**config.mk**
```make
export PLATFORM = sky130hd
export DESIGN_NAME = vc_scrub_regfile_nr2w
export DESIGN_NICKNAME = d
export VERILOG_FILES = /design/src/rtl/vc_regfile_pkg.sv /design/src/rtl/vc_regfile_scrub_ctrl.sv /design/src/rtl/vc_scrub_regfile_nr2w.sv
export SDC_FILE = /design/constraint.sdc
export NUM_CORES = 1
export LEC_CHECK = 0
export ABC_CLOCK_PERIOD_IN_PS = 3900
export CAP_MARGIN = 5
export CORE_ASPECT_RATIO = 1.75
export CORE_UTILIZATION = 45
export DETAILED_ROUTE_END_ITERATION = 8
export GPL_TIMING_DRIVEN = 0
export HOLD_SLACK_MARGIN = 0.1
export PLACE_DENSITY = 0.67
export SYNTH_ARGS = -nofsm -noshare
export SYNTH_HDL_FRONTEND = slang
export SYNTH_SLANG_ARGS = --single-unit
```
**constraint.sdc**
```tcl
create_clock -name clk -period 3.9 [get_ports clk]
set_input_delay 0.78 -clock clk [delete_from_list [all_inputs] [get_ports clk]]
set_output_delay 0.78 -clock clk [all_outputs]
set_load 0.05 [all_outputs]
```
**src/rtl/vc_regfile_pkg.sv**
```systemverilog
// vc_regfile_pkg: shared state encoding and width helpers for the scrubbing register files.
package vc_regfile_pkg;
  typedef enum logic {
    SCRUB_IDLE   = 1'b0,
    SCRUB_ACTIVE = 1'b1
  } scrub_state_e;
  function automatic int addr_nbits(input int num_entries);
    return (num_entries <= 2) ? 1 : $clog2(num_entries);
  endfunction
  function automatic int slice_lo(input int k, input int nbits);
    return k * nbits;
  endfunction
  function automatic int packed_nbits(input int num_ports, input int nbits);
    return num_ports * nbits;
  endfunction
endpackage

```
**src/rtl/vc_regfile_scrub_ctrl.sv**
```systemverilog
// vc_regfile_scrub_ctrl: scrub FSM walking an index over every entry, one per cycle.
import vc_regfile_pkg::*;
module vc_regfile_scrub_ctrl #(
  parameter int p_num_entries = 8,
  localparam int c_addr_nbits = addr_nbits(p_num_entries)
) (
  input  logic                    clk,
  input  logic                    reset,
  input  logic                    scrub_req,
  output logic                    scrub_busy,
  output logic                    scrub_done,
  output logic [c_addr_nbits-1:0] scrub_idx,
  output logic                    scrub_we
);
  localparam logic [c_addr_nbits-1:0] c_last = c_addr_nbits'(p_num_entries - 1);
  scrub_state_e              r_state;
  logic [c_addr_nbits-1:0]   r_idx;
  logic                      r_done;
  always_ff @(posedge clk) begin
    if (reset) begin
      r_state <= SCRUB_IDLE;
      r_idx   <= '0;
      r_done  <= 1'b0;
    end else begin
      r_done <= 1'b0;
      if (r_state == SCRUB_IDLE) begin
        if (scrub_req) r_state <= SCRUB_ACTIVE;
      end else if (r_idx == c_last) begin
        r_state <= SCRUB_IDLE;
        r_idx   <= '0;
        r_done  <= 1'b1;
      end else begin
        r_idx <= r_idx + 1'b1;
      end
    end
  end
  assign scrub_busy = (r_state == SCRUB_ACTIVE);
  assign scrub_we   = (r_state == SCRUB_ACTIVE);
  assign scrub_done = r_done;
  assign scrub_idx  = r_idx;
endmodule

```
**src/rtl/vc_scrub_regfile_nr2w.sv**
```systemverilog
// vc_scrub_regfile_nr2w: N-read/2-write register file with a sequential scrub engine.
// Optional write-to-read bypass under macro VC_SCRUB_REGFILE_BYPASS_EN.
import vc_regfile_pkg::*;
module vc_scrub_regfile_nr2w #(
  parameter int                  p_data_nbits  = 32,
  parameter int                  p_num_entries = 8,
  parameter int                  p_num_rports  = 2,
  parameter logic [p_data_nbits-1:0] p_reset_value = '0,
  localparam int c_addr_nbits = addr_nbits(p_num_entries)
) (
  input  logic                                                  clk,
  input  logic                                                  reset,
  input  logic [packed_nbits(p_num_rports, c_addr_nbits)-1:0]   read_addr,
  output logic [packed_nbits(p_num_rports, p_data_nbits)-1:0]   read_data,
  input  logic                                                  write_en0,
  input  logic [c_addr_nbits-1:0]                               write_addr0,
  input  logic [p_data_nbits-1:0]                               write_data0,
  input  logic                                                  write_en1,
  input  logic [c_addr_nbits-1:0]                               write_addr1,
  input  logic [p_data_nbits-1:0]                               write_data1,
  output logic                                                  write_ready,
  input  logic                                                  scrub_req,
  output logic                                                  scrub_busy,
  output logic                                                  scrub_done
);
  localparam int c_depth = 1 << c_addr_nbits;
  // One bit per encodable address; set only for addresses backed by an entry.
  localparam logic [c_depth-1:0] c_valid = {c_depth{1'b1}} >> (c_depth - p_num_entries);
  logic [p_data_nbits-1:0] r_mem [p_num_entries];
  logic                    w_busy;
  logic                    w_scrub_we;
  logic [c_addr_nbits-1:0] w_scrub_idx;
  logic                    w_wen0;
  logic                    w_wen1;
  vc_regfile_scrub_ctrl #(.p_num_entries(p_num_entries)) u_ctrl (
    .clk        (clk),
    .reset      (reset),
    .scrub_req  (scrub_req),
    .scrub_busy (w_busy),
    .scrub_done (scrub_done),
    .scrub_idx  (w_scrub_idx),
    .scrub_we   (w_scrub_we)
  );
  assign w_wen0      = write_en0 && !w_busy && c_valid[write_addr0];
  assign w_wen1      = write_en1 && !w_busy && c_valid[write_addr1];
  assign write_ready = !w_busy;
  assign scrub_busy  = w_busy;
  // Port 1 is applied last so it wins on an address collision.
  always_ff @(posedge clk) begin
    if (reset) begin
      for (int i = 0; i < p_num_entries; i++) r_mem[i] <= p_reset_value;
    end else if (w_scrub_we) begin
      r_mem[w_scrub_idx] <= p_reset_value;
    end else begin
      if (w_wen0) r_mem[write_addr0] <= write_data0;
      if (w_wen1) r_mem[write_addr1] <= write_data1;
    end
  end
  for (genvar k = 0; k < p_num_rports; k++) begin : g_rport
    logic [c_addr_nbits-1:0] w_addr;
    logic [p_data_nbits-1:0] w_stored;
    logic [p_data_nbits-1:0] w_data;
    assign w_addr   = read_addr[slice_lo(k, c_addr_nbits) +: c_addr_nbits];
    assign w_stored = c_valid[w_addr] ? r_mem[w_addr] : p_reset_value;
`ifdef VC_SCRUB_REGFILE_BYPASS_EN
    assign w_data = w_busy ? p_reset_value
                  : (w_wen1 && write_addr1 == w_addr) ? write_data1
                  : (w_wen0 && write_addr0 == w_addr) ? write_data0
                  : w_stored;
`else
    assign w_data = w_busy ? p_reset_value : w_stored;
`endif
    assign read_data[slice_lo(k, p_data_nbits) +: p_data_nbits] = w_data;
  end
endmodule

```
==> results of run 1 <==
cells in the mapped netlist, drive strengths merged:
library cell / number / area, um2
a22o: 256 / 2240
edfxtp: 256 / 7690
buf: 143 / 751
a211oi: 72 / 641
nor2b: 68 / 425
nor3: 66 / 330
mux2: 64 / 721
mux4: 64 / 1440
o22ai: 64 / 400
clkbuf: 46 / 173
and2: 8 / 50.1
nand2: 7 / 26.3
nor2: 6 / 22.5
dfxtp: 5 / 100
a31oi: 4 / 25.0
nor3b: 4 / 52.6
mux2i: 3 / 30.0
nand3b: 3 / 22.5
o211ai: 3 / 22.5
a221oi: 2 / 17.5
and3b: 2 / 17.5
ha: 2 / 25.0
inv: 2 / 7.50
nand2b: 2 / 12.5
nand3: 2 / 10.0
o21ai: 2 / 10.0
or3: 2 / 12.5
or3b: 2 / 17.5
a2111o: 1 / 11.3
a21oi: 1 / 5.00
a41o: 1 / 10.0
and3: 1 / 6.26
stage by stage:
step	hold WS (ns)	setup slack (ns)	power, uW
2_1_floorplan	0.549	0.290	4250
3_3_place_gp	0.581	-1.66	4690
3_5_place_dp	0.597	-0.588	4750
4_1_cts	0.604	0.00373	7400
5_1_grt	0.617	0.00239	7570
6_report	0.604	-0.0128	7430
layout make-up:
class / instances / area share
clock buffer: 25 / 0.0349
clock inverter: 17 / 0.0149
timing repair buffer: 96 / 0.0607
sequential: 261 / 0.434
tap: 455 / 0.0317
antenna: 2 / 0.000279
inverter: 2 / 0.000418
buffer: 189 / 0.0535
multi-input combinational: 712 / 0.370
sequential cells by signal, indices dropped and copies added, names as in the netlist:
signal,count
r_mem,256
u_ctrl.scrub_busy,1
u_ctrl.scrub_idx,3
u_ctrl.scrub_done,1
cells by family after synthesis:
group | Yosys count
AOI/OAI and AO/OA | 406
adders and majority gates | 2
and+or+nand+nor | 173
buffers and inverters | 191
muxes | 131
DFF | 261
layout by cell type, fill, tap and decap left out, drive strengths merged, types with 3 or more instances in the layout:
| cell type | count |
|---|---|
| a22o | 256 |
| edfxtp | 256 |
| buf | 163 |
| clkbuf | 73 |
| a211oi | 72 |
| nor2b | 68 |
| nor3 | 66 |
| mux4 | 64 |
| o22ai | 64 |
| mux2 | 64 |
| dlymetal6s2s | 35 |
| clkdlybuf4s50 | 24 |
| dlygate4sd2 | 15 |
| and2 | 8 |
| clkinv | 8 |
| nand2 | 7 |
| bufinv | 7 |
| nor2 | 6 |
| dfxtp | 5 |
| a31oi | 4 |
| nor3b | 4 |
| nand3b | 3 |
| o211ai | 3 |
| mux2i | 3 |
| inv | 3 |
worst max path at each step:
stage                        start                endpoint  slack (ns)  cells past startpoint
finish                read_addr[2]           read_data[31]       -0.01                      6
global route          read_addr[2]           read_data[31]       0.002                      6
CTS                   read_addr[1]           read_data[29]       0.004                      7
detailed placement    read_addr[2]           read_data[12]       -0.59                      6
global placement    write_addr0[1]  r_mem[3][14]$_DFFE_PP_       -1.66                      4
floorplan             read_addr[4]           read_data[43]        0.29                      6
power groups by stage:
stage               logic [uW]  clock network [uW]  registers [uW]
finish                    1360                2740            3330
global route              1410                2810            3340
CTS                       1350                2720            3330
detailed placement        1360                   0            3390
global placement          1300                   0            3390
floorplan                  889                   0            3370
worst max-delay path, stage by stage:
cell and delay (ns):
sky130_fd_sc_hd__buf_2 0.22, sky130_fd_sc_hd__buf_2 0.34, sky130_fd_sc_hd__clkbuf_2 0.39, sky130_fd_sc_hd__a211oi_1 0.12
sky130_fd_sc_hd__nor3_1 0.39, sky130_fd_sc_hd__clkdlybuf4s50_1 0.89
routing by layer:
| metal | GRT usage | vias to the layer above |
|---|---|---|
| met2 | 0.555 | 810 |
| met5 | 0 | - |
| met3 | 0.0566 | 222 |
| li1 | - | 5008 |
| met1 | 0.322 | 6080 |
| met4 | 0.220 | 4 |
==> flow_results.xml, run 1 <==
<?xml version="1.0" encoding="UTF-8"?>
<metrics>
  <group name="outcome">
    <metric name="status" unit="">complete, but fails checks</metric>
    <metric name="violations" unit="">DRC, setup timing</metric>
  </group>
  <group name="place">
    <metric name="place_inst" unit="">1715</metric>
    <metric name="placed_cell_area" unit="um2">17000</metric>
    <metric name="place.detailed.hpwl" unit="um">36600</metric>
    <metric name="placement.io_buffers" unit="">76</metric>
    <metric name="place.gp.congestion" unit="">0.888</metric>
  </group>
  <group name="global_routing">
    <metric name="grt_max_degree" unit="">28</metric>
    <metric name="grt_pass1_vias" unit="">12500</metric>
    <metric name="grt_antenna_before_repair" unit="">4</metric>
    <metric name="grt_pass1_wl" unit="um">77000</metric>
    <metric name="grt_overflow_total" unit="">0</metric>
    <metric name="groute.usage.overall" unit="">0.309</metric>
  </group>
  <group name="worst_setup_path">
    <metric name="worst-r2r-setup-slack" unit="ns">1.08</metric>
    <metric name="critical_path.reg2reg.endpoint" unit="">r_mem[5][14]$_DFFE_PP_</metric>
    <metric name="ff2ff_path_depth" unit="">6</metric>
    <metric name="critical_path_data_required_time" unit="ns">3.12</metric>
    <metric name="sort_of_element_at_the_start_of_the_critical_path" unit="">input port</metric>
    <metric name="cp_data_arrival_time" unit="ns">3.13</metric>
    <metric name="start_to_end_type_of_the_worst_setup_path" unit="">input port to output port</metric>
    <metric name="worst_setup_path_end_kind" unit="">output port</metric>
    <metric name="r2r-start" unit="">u_ctrl.scrub_busy$_SDFF_PP0_</metric>
    <metric name="path_max_fanout" unit="">10</metric>
  </group>
  <group name="timing">
    <metric name="unrepaired_setup_endpoints_after_global_routing" unit="">no</metric>
    <metric name="finalClockSkew" unit="ns">0.0176</metric>
    <metric name="tightestPinTransition" unit="ns">1.28</metric>
    <metric name="finalHoldViolations" unit="">0</metric>
    <metric name="setup_tns_after_final_layout" unit="ns">-0.0128</metric>
    <metric name="slew_viol_final" unit="">0</metric>
    <metric name="timing.fmax" unit="MHz">256</metric>
    <metric name="period_share" unit="">1.00</metric>
    <metric name="setup_ws" unit="ns">-0.0128</metric>
    <metric name="period_needed" unit="ns">3.91</metric>
    <metric name="timing.final.setup_violations" unit="">1</metric>
    <metric name="slew_limit_headroom" unit="">0.145</metric>
  </group>
  <group name="layout">
    <metric name="finish.cell_count_without_fillers" unit="">1759</metric>
    <metric name="syn2layout_area_growth" unit="%">17.1</metric>
    <metric name="multi_input_comb_area" unit="um2">6630</metric>
    <metric name="register_area" unit="um2">7790</metric>
    <metric name="stdcell_area" unit="um2">17900</metric>
    <metric name="ratio_of_cells_with_drive_above_1_in_the_final_layout" unit="">0.228</metric>
    <metric name="fillers" unit="">2925</metric>
    <metric name="layout.core_utilization" unit="">0.534</metric>
    <metric name="nNetsFinal" unit="">1370</metric>
  </group>
  <group name="floorplan">
    <metric name="die_area" unit="um2">34800</metric>
    <metric name="starting_density_of_the_core" unit="">0.456</metric>
    <metric name="floorplan.die.width" unit="um">142</metric>
    <metric name="design.core.area" unit="um2">33600</metric>
    <metric name="ios" unit="">148</metric>
    <metric name="rows" unit="">89</metric>
    <metric name="die_height" unit="um">246</metric>
  </group>
  <group name="flow_run">
    <metric name="drv.max_cap_violation_count" unit="">0</metric>
  </group>
  <group name="hold_path">
    <metric name="hp-class" unit="">flop to flop</metric>
    <metric name="min_to" unit="">u_ctrl.scrub_idx[1]$_SDFFE_PP0P_</metric>
    <metric name="holdCritStartpoint" unit="">u_ctrl.scrub_idx[1]$_SDFFE_PP0P_</metric>
    <metric name="whs_path_depth" unit="">2</metric>
  </group>
  <group name="synth">
    <metric name="post_synth_inst_count" unit="">1164</metric>
    <metric name="avgSynthCellArea" unit="um2">13.2</metric>
    <metric name="synth_cell_type_count" unit="">40</metric>
    <metric name="yosysWarningCount" unit="">0</metric>
    <metric name="synth.yosys.seq_area_share" unit="">0.508</metric>
    <metric name="post_synthesis_compound_gate_area_fraction" unit="">0.221</metric>
    <metric name="synth.area.mux_share" unit="">0.143</metric>
    <metric name="post_synth_fa_ha_maj_area_fraction" unit="">0.00163</metric>
    <metric name="synth-xor-area-share" unit="">0</metric>
    <metric name="postSynthRegisterBits" unit="">261</metric>
    <metric name="synth_area" unit="um2">15300</metric>
    <metric name="combinational_family_with_the_most_area_after_synthesis" unit="">compound AO/OA/AOI/OAI gates</metric>
    <metric name="simple_gate_area_share_of_the_yosys_netlist" unit="">0.0656</metric>
    <metric name="synth.net_count" unit="">1247</metric>
  </group>
  <group name="cts">
    <metric name="numClockSinks" unit="">261</metric>
    <metric name="postCtsHoldBufs" unit="">0</metric>
    <metric name="tritoncts_clock_tree" unit="">built</metric>
    <metric name="cts_inserted_buffers" unit="">25</metric>
    <metric name="worstSkewPairLatency" unit="ns">0.55</metric>
    <metric name="cts_buffer_depth" unit="">3</metric>
    <metric name="path_clk_slew" unit="ns">0.06</metric>
    <metric name="cts_root_buf" unit="">sky130_fd_sc_hd__clkbuf_16</metric>
    <metric name="cts_resized" unit="">40</metric>
    <metric name="cts_post_setup_buffers_inserted" unit="">0</metric>
    <metric name="h-tree-depth" unit="">1</metric>
  </group>
  <group name="routing">
    <metric name="drt-initial-drc-count" unit="">1275</metric>
    <metric name="detail_route.drc_violations" unit="">2</metric>
    <metric name="finalWirelength" unit="um">53900</metric>
    <metric name="drtPass1Iterations" unit="">8</metric>
    <metric name="post_drt_via_cell_ratio" unit="">6.89</metric>
    <metric name="met1_length" unit="um">17300</metric>
    <metric name="met3WireLength" unit="um">4760</metric>
    <metric name="highest-signal-layer" unit="">met5</metric>
    <metric name="post_drt_wl_per_cell" unit="um">30.7</metric>
    <metric name="met2_wirelength" unit="um">28000</metric>
    <metric name="dr_total_vias" unit="">12100</metric>
    <metric name="route.antenna.remaining_nets" unit="">0</metric>
  </group>
  <group name="power">
    <metric name="p_per_area" unit="nW/um2">414</metric>
    <metric name="sw_frac_of_total" unit="">0.279</metric>
    <metric name="internal-power" unit="uW">5360</metric>
    <metric name="vdd_ir_max" unit="mV">0.376</metric>
    <metric name="comb_power_share" unit="">0.184</metric>
    <metric name="pwr-share-seq" unit="">0.448</metric>
    <metric name="clock_power_share" unit="">0.368</metric>
    <metric name="netSwitchingPower" unit="uW">2070</metric>
    <metric name="power.static_leakage" unit="uW">0.00679</metric>
  </group>
</metrics>
No activity file was read; power rests on OpenSTA's default activity.
==> inputs of run 2 (changes only) <==
--- a/config.mk
+++ b/config.mk
@@ -7,7 +7,7 @@
 export LEC_CHECK = 0
 export ABC_CLOCK_PERIOD_IN_PS = 3900
 export CAP_MARGIN = 5
-export CORE_ASPECT_RATIO = 1.75
+export CORE_ASPECT_RATIO = 1.5
 export CORE_UTILIZATION = 45
 export DETAILED_ROUTE_END_ITERATION = 8
 export GPL_TIMING_DRIVEN = 0
==> constraint.sdc (replaced) <==
create_clock -name clk -period 3.9 [get_ports clk]
set_input_delay 0.78 -clock clk [delete_from_list [all_inputs] [get_ports clk]]
set_output_delay 0.78 -clock clk [all_outputs]
set_load 0.02 [all_outputs]
==> flow_results.xml, run 2 (same netlist as run 1, synthesis figures left out) <==
<?xml version="1.0" encoding="UTF-8"?>
<metrics>
  <group name="outcome">
    <metric name="status" unit="">complete, but fails checks</metric>
    <metric name="violations" unit="">DRC</metric>
  </group>
  <group name="worst_setup_path">
    <metric name="critPathSlowestCell" unit="">sky130_fd_sc_hd__clkdlybuf4s50_1</metric>
    <metric name="critical_path.most_common_cell" unit="">sky130_fd_sc_hd__buf_2</metric>
    <metric name="start_to_end_type_of_the_worst_setup_path" unit="">input port to output port</metric>
    <metric name="sort_of_element_at_the_start_of_the_critical_path" unit="">input port</metric>
    <metric name="worst_setup_path_end_kind" unit="">output port</metric>
    <metric name="critical_path.max_stage_delay" unit="ns">0.68</metric>
    <metric name="cp.buffers_inverters" unit="">4</metric>
    <metric name="cp_data_arrival_time" unit="ns">3.03</metric>
    <metric name="worst_path_dominant_cell_family" unit="">buffers and inverters</metric>
    <metric name="path_max_fanout" unit="">10</metric>
    <metric name="critical_path.cell_chain" unit="">buf_2 &gt; buf_4 &gt; nand2b_1 &gt; buf_2 &gt; a211oi_1 &gt; nor3_1 &gt; clkdlybuf4s50_1</metric>
    <metric name="critical_path_data_required_time" unit="ns">3.12</metric>
  </group>
  <group name="power">
    <metric name="power.static_leakage" unit="uW">0.00628</metric>
    <metric name="vdd_ir_max" unit="mV">0.350</metric>
    <metric name="p_per_area" unit="nW/um2">409</metric>
    <metric name="design_power_total" unit="uW">7310</metric>
  </group>
  <group name="place">
    <metric name="place.detailed.hpwl" unit="um">36500</metric>
    <metric name="placement.io_buffers" unit="">76</metric>
    <metric name="dpl_worst_slack" unit="ns">-0.355</metric>
    <metric name="place.gp.congestion" unit="">0.876</metric>
  </group>
  <group name="cts">
    <metric name="cts_root_buf" unit="">sky130_fd_sc_hd__clkbuf_16</metric>
    <metric name="postCtsHoldBufs" unit="">0</metric>
    <metric name="cts_buffer_depth" unit="">3</metric>
    <metric name="worstSkewPairLatency" unit="ns">0.57</metric>
    <metric name="path_clk_slew" unit="ns">0.06</metric>
    <metric name="tritoncts_clock_tree" unit="">built</metric>
    <metric name="cts_inserted_buffers" unit="">26</metric>
    <metric name="h-tree-depth" unit="">1</metric>
    <metric name="cts_post_setup_buffers_inserted" unit="">0</metric>
    <metric name="numClockSinks" unit="">261</metric>
  </group>
  <group name="layout">
    <metric name="fillers" unit="">2877</metric>
    <metric name="ratio_of_cells_with_drive_above_1_in_the_final_layout" unit="">0.226</metric>
    <metric name="multi_input_comb_area" unit="um2">6650</metric>
    <metric name="largest_reg_flops" unit="">256</metric>
    <metric name="nNetsFinal" unit="">1371</metric>
    <metric name="largest_register" unit="">r_mem</metric>
    <metric name="syn2layout_area_growth" unit="%">16.5</metric>
    <metric name="mostFrequentLayoutCells" unit="">sky130_fd_sc_hd__a22o_1, sky130_fd_sc_hd__edfxtp_1, sky130_fd_sc_hd__clkdlybuf4s50_1, sky130_fd_sc_hd__nor2b_1</metric>
    <metric name="register_area" unit="um2">7790</metric>
  </group>
  <group name="timing">
    <metric name="tightestPinTransition" unit="ns">1.04</metric>
    <metric name="finalClockSkew" unit="ns">0.0300</metric>
    <metric name="finalHoldViolations" unit="">0</metric>
    <metric name="period_needed" unit="ns">3.81</metric>
    <metric name="setup_ws" unit="ns">0.0871</metric>
    <metric name="period_share" unit="">0.978</metric>
    <metric name="timing.final.setup_violations" unit="">0</metric>
    <metric name="timing.fmax" unit="MHz">262</metric>
    <metric name="slew_viol_final" unit="">0</metric>
    <metric name="unrepaired_setup_endpoints_after_global_routing" unit="">no</metric>
    <metric name="slew_limit_headroom" unit="">0.302</metric>
  </group>
  <group name="routing">
    <metric name="post_drt_via_cell_ratio" unit="">6.90</metric>
    <metric name="finalWirelength" unit="um">54200</metric>
    <metric name="post_drt_wl_per_cell" unit="um">31.2</metric>
    <metric name="drtPass1Iterations" unit="">9</metric>
    <metric name="dr_total_vias" unit="">12000</metric>
    <metric name="detail_route.drc_violations" unit="">14</metric>
    <metric name="route.antenna.remaining_nets" unit="">0</metric>
    <metric name="drt-initial-drc-count" unit="">1270</metric>
  </group>
  <group name="floorplan">
    <metric name="rows" unit="">82</metric>
    <metric name="design.core.area" unit="um2">33400</metric>
    <metric name="die_area" unit="um2">34800</metric>
    <metric name="ios" unit="">148</metric>
    <metric name="starting_density_of_the_core" unit="">0.458</metric>
    <metric name="floorplan.die.width" unit="um">153</metric>
    <metric name="die_height" unit="um">228</metric>
  </group>
  <group name="global_routing">
    <metric name="grt_util_met2" unit="">0.553</metric>
    <metric name="grt_most_used_layer" unit="">met2</metric>
    <metric name="grt_antenna_before_repair" unit="">6</metric>
    <metric name="met1_global_route_usage" unit="">0.347</metric>
    <metric name="grt_overflow_total" unit="">0</metric>
    <metric name="grt_max_degree" unit="">25</metric>
    <metric name="groute.usage.overall" unit="">0.309</metric>
    <metric name="grt_pass1_vias" unit="">12500</metric>
    <metric name="grt_pass1_wl" unit="um">78600</metric>
    <metric name="gr-usage-met3" unit="">0.0484</metric>
  </group>
  <group name="hold_path">
    <metric name="hp-class" unit="">flop to flop</metric>
  </group>
  <group name="flow_run">
    <metric name="drv.max_cap_violation_count" unit="">0</metric>
  </group>
</metrics>
[run 2: cell count changes in the layout (fill, tap and decap cells not counted), moves of 6 or more]
cell	delta
sky130_fd_sc_hd__clkdlybuf4s50_1	+52
sky130_fd_sc_hd__dlymetal6s2s_1	-35
sky130_fd_sc_hd__dlygate4sd2_1	-15
sky130_fd_sc_hd__clkbuf_1	+10
sky130_fd_sc_hd__clkbuf_2	-8
sky130_fd_sc_hd__clkinv_2	+6
[run 2: layout make-up]
cell class	count	area share
flip-flops and latches	261	0.436
multi-input cells	712	0.372
repair buffers	96	0.0560
plain buffers	189	0.0535
clock buffers	29	0.0371
well taps	420	0.0294
clock inverters	19	0.0142
diodes	6	0.000841
inverters	2	0.000420
[run 2: worst min-delay path, stage by stage (launching register included)]
cell and delay [ns]:
sky130_fd_sc_hd__dfxtp_1 0.37, sky130_fd_sc_hd__mux2i_1 0.15, sky130_fd_sc_hd__nor2_1 0.05
[run 2: worst paths after layout]
path,cells past startpoint,from,slack [ns],endpoint
max,7,read_addr[1],0.09,read_data[1]
min,2,u_ctrl.scrub_idx[2]$_SDFFE_PP0P_,0.61,u_ctrl.scrub_idx[2]$_SDFFE_PP0P_
max reg2reg,7,u_ctrl.scrub_busy$_SDFF_PP0_,1.06,r_mem[3][13]$_DFFE_PP_
min reg2reg,2,u_ctrl.scrub_idx[2]$_SDFFE_PP0P_,0.61,u_ctrl.scrub_idx[2]$_SDFFE_PP0P_
[run 2: report_power, final]
group | internal, uW | switching [uW] | leakage (uW) | total [uW]
sequential | 3250 | 78.0 | 0.00273 | 3330
clock | 1620 | 1150 | 0.000451 | 2770
combinational | 494 | 716 | 0.00311 | 1210
total | 5370 | 1940 | 0.00628 | 7310
[run 2: timing repair]
item | CTS | global route
gates resized for setup | 15 | 13
cloned | 0 | 0
endpoints found under the setup margin | 57 | 24
[run 2: routing by layer]
| layer | routed length, um | vias up |
|---|---|---|
| li1 | - | 5016 |
| met1 | 18700 | 6017 |
| met2 | 27900 | 740 |
| met3 | 4570 | 184 |
| met4 | 3020 | 2 |
| met5 | 14 | - |
[run 2: per-stage QoR]
step	TNS, ns	cell area [um2]	utilization	hold slack (ns)	cells
floorplan	0	15300	-	0.549	1164
global placement	-303.09	16600	0.497	0.574	1660
detailed placement	-5.46	16900	0.505	0.600	1680
CTS	0	17800	0.533	0.613	1728
global route	0	17800	0.534	0.636	1730
finish	0	17900	0.534	0.613	1734
==> inputs of run 3 (changes only) <==
--- a/config.mk
+++ b/config.mk
@@ -12,7 +12,7 @@
 export DETAILED_ROUTE_END_ITERATION = 8
 export GPL_TIMING_DRIVEN = 0
 export HOLD_SLACK_MARGIN = 0.1
-export PLACE_DENSITY = 0.67
+export PLACE_DENSITY = 0.73
 export SYNTH_ARGS = -nofsm -noshare
 export SYNTH_HDL_FRONTEND = slang
 export SYNTH_SLANG_ARGS = --single-unit
==> flow_results.xml, run 3 (same netlist as run 1, synthesis figures left out) <==
<?xml version="1.0" encoding="UTF-8"?>
<metrics>
  <group name="global_routing">
    <metric name="grt_overflow_total" unit="">0</metric>
    <metric name="grt_pass1_vias" unit="">12500</metric>
    <metric name="groute.usage.overall" unit="">0.296</metric>
    <metric name="grt_max_degree" unit="">26</metric>
    <metric name="grt_antenna_before_repair" unit="">5</metric>
    <metric name="grt_pass1_wl" unit="um">75800</metric>
  </group>
  <group name="worst_setup_path">
    <metric name="critPathSlowestCell" unit="">sky130_fd_sc_hd__clkbuf_1</metric>
    <metric name="r2r-start" unit="">u_ctrl.scrub_busy$_SDFF_PP0_</metric>
    <metric name="cp_data_arrival_time" unit="ns">3.12</metric>
    <metric name="critical_path.cell_chain" unit="">buf_2 &gt; clkbuf_1 &gt; mux4_2 &gt; o22ai_1 &gt; nor3_1 &gt; clkdlybuf4s50_1</metric>
    <metric name="worst_setup_path_startpoint" unit="">read_addr[2]</metric>
    <metric name="critical_path_data_required_time" unit="ns">3.12</metric>
    <metric name="start_to_end_type_of_the_worst_setup_path" unit="">input port to output port</metric>
    <metric name="cp.buffers_inverters" unit="">3</metric>
    <metric name="worst_path_dominant_cell_family" unit="">buffers and inverters</metric>
    <metric name="worst_setup_path_end_kind" unit="">output port</metric>
    <metric name="sort_of_element_at_the_start_of_the_critical_path" unit="">input port</metric>
    <metric name="critical_path.max_stage_delay" unit="ns">0.75</metric>
    <metric name="path_max_fanout" unit="">10</metric>
  </group>
  <group name="outcome">
    <metric name="status" unit="">complete, but fails checks</metric>
    <metric name="violations" unit="">DRC</metric>
  </group>
  <group name="cts">
    <metric name="worstSkewPairLatency" unit="ns">0.54</metric>
    <metric name="cts_root_buf" unit="">sky130_fd_sc_hd__clkbuf_16</metric>
    <metric name="postCtsHoldBufs" unit="">0</metric>
    <metric name="numClockSinks" unit="">261</metric>
    <metric name="path_clk_slew" unit="ns">0.06</metric>
    <metric name="tritoncts_clock_tree" unit="">built</metric>
    <metric name="cts_inserted_buffers" unit="">26</metric>
    <metric name="h-tree-depth" unit="">1</metric>
    <metric name="cts_post_setup_buffers_inserted" unit="">0</metric>
    <metric name="cts_buffer_depth" unit="">3</metric>
  </group>
  <group name="layout">
    <metric name="nNetsFinal" unit="">1372</metric>
    <metric name="syn2layout_area_growth" unit="%">15.9</metric>
    <metric name="largest_reg_flops" unit="">256</metric>
    <metric name="ratio_of_cells_with_drive_above_1_in_the_final_layout" unit="">0.221</metric>
    <metric name="mostFrequentLayoutCells" unit="">sky130_fd_sc_hd__a22o_1, sky130_fd_sc_hd__edfxtp_1, sky130_fd_sc_hd__clkdlybuf4s50_1, sky130_fd_sc_hd__nor2b_1, sky130_fd_sc_hd__buf_1</metric>
    <metric name="largest_register" unit="">r_mem</metric>
  </group>
  <group name="hold_path">
    <metric name="holdCritStartpoint" unit="">u_ctrl.scrub_idx[1]$_SDFFE_PP0P_</metric>
    <metric name="hp-class" unit="">flop to flop</metric>
  </group>
  <group name="floorplan">
    <metric name="rows" unit="">82</metric>
    <metric name="ios" unit="">148</metric>
    <metric name="floorplan.die.width" unit="um">153</metric>
    <metric name="design.core.area" unit="um2">33400</metric>
    <metric name="starting_density_of_the_core" unit="">0.458</metric>
    <metric name="die_height" unit="um">228</metric>
    <metric name="die_area" unit="um2">34800</metric>
  </group>
  <group name="place">
    <metric name="place.detailed.hpwl" unit="um">35400</metric>
    <metric name="dpl_worst_slack" unit="ns">-0.417</metric>
    <metric name="placement.io_buffers" unit="">76</metric>
    <metric name="place.gp.congestion" unit="">0.869</metric>
  </group>
  <group name="timing">
    <metric name="period_share" unit="">1.00</metric>
    <metric name="tightestPinTransition" unit="ns">0.956</metric>
    <metric name="setup_tns_after_final_layout" unit="ns">0</metric>
    <metric name="finalHoldViolations" unit="">0</metric>
    <metric name="finalClockSkew" unit="ns">0.0101</metric>
    <metric name="slew_viol_final" unit="">0</metric>
    <metric name="slew_limit_headroom" unit="">0.363</metric>
    <metric name="timing.final.setup_violations" unit="">0</metric>
    <metric name="period_needed" unit="ns">3.90</metric>
    <metric name="setup_ws" unit="ns">0.000994</metric>
    <metric name="timing.fmax" unit="MHz">256</metric>
  </group>
  <group name="power">
    <metric name="design_power_total" unit="uW">7020</metric>
    <metric name="power.static_leakage" unit="uW">0.00623</metric>
    <metric name="vdd_ir_max" unit="mV">0.280</metric>
    <metric name="p_per_area" unit="nW/um2">395</metric>
  </group>
  <group name="routing">
    <metric name="post_drt_wl_per_cell" unit="um">30.2</metric>
    <metric name="post_drt_via_cell_ratio" unit="">7.02</metric>
    <metric name="route.antenna.remaining_nets" unit="">0</metric>
    <metric name="dr_total_vias" unit="">12100</metric>
    <metric name="finalWirelength" unit="um">52200</metric>
    <metric name="detail_route.drc_violations" unit="">8</metric>
    <metric name="drtPass1Iterations" unit="">8</metric>
    <metric name="drt-initial-drc-count" unit="">1541</metric>
  </group>
  <group name="flow_run">
    <metric name="drv.max_cap_violation_count" unit="">0</metric>
  </group>
</metrics>
run 3: cell types whose count changed in the layout (fill, tap and decap cells not counted), sizes merged:
cell,delta
bufinv,-4
diode,-3
clkinvlp,+2
buf,+1
clkbuf,+1
clkinv,-1
run 3: area by class of cell:
class                   instances  area, um2
clock inverters                16        126
clock buffers                  30        687
repair buffers                 97       1020
fillers                      2778      15700
well taps                     420        526
flip-flops and latches        261       7790
diodes                          3       7.51
multi-input cells             712       6640
inverters                       2       7.51
plain buffers                 189        953
run 3: final timing paths:
path / to / depth (start not counted) / slack, ns
hold / removal: u_ctrl.scrub_idx[1]$_SDFFE_PP0P_ / 2 / 0.61
setup / recovery: read_data[27] / 6 / 0.001
setup reg to reg: r_mem[6][12]$_DFFE_PP_ / 7 / 0.88
hold reg to reg: u_ctrl.scrub_idx[1]$_SDFFE_PP0P_ / 2 / 0.61
run 3: worst min-delay path: stages, from the launching register on:
cell and delay [ns]:
sky130_fd_sc_hd__dfxtp_1 0.37, sky130_fd_sc_hd__mux2i_1 0.15, sky130_fd_sc_hd__nor2_1 0.05
run 3: repair_timing:
action | CTS | global route
setup endpoints to repair | 60 | 17
pin swaps | 0 | 0
gates resized for setup | 8 | 21
hold endpoints to repair | 0 | 0
run 3: report_power, final:
group | internal (uW) | total, uW | switching [uW]
sequential | 3250 | 3330 | 78.5
clock | 1390 | 2480 | 1090
combinational | 495 | 1210 | 712
total | 5130 | 7020 | 1890
run 3: stage by stage:
| step | hold WS [ns] | cell area (um2) | util | instances |
|---|---|---|---|---|
| 6_report | 0.608 | 17800 | 0.531 | 1730 |
| 5_1_grt | 0.656 | 17800 | 0.531 | 1730 |
| 4_1_cts | 0.606 | 17700 | 0.530 | 1727 |
| 3_5_place_dp | 0.594 | 16900 | 0.505 | 1681 |
| 3_3_place_gp | 0.575 | 16600 | 0.497 | 1660 |
| 2_1_floorplan | 0.549 | 15300 | - | 1164 |
run 3: routing by layer:
metal,GRT usage,wire length (um),up-vias
met5,0,23,-
met4,0.177,2860,4
met3,0.0507,5520,212
met2,0.525,26600,903
met1,0.332,17300,6020
li1,-,-,5003
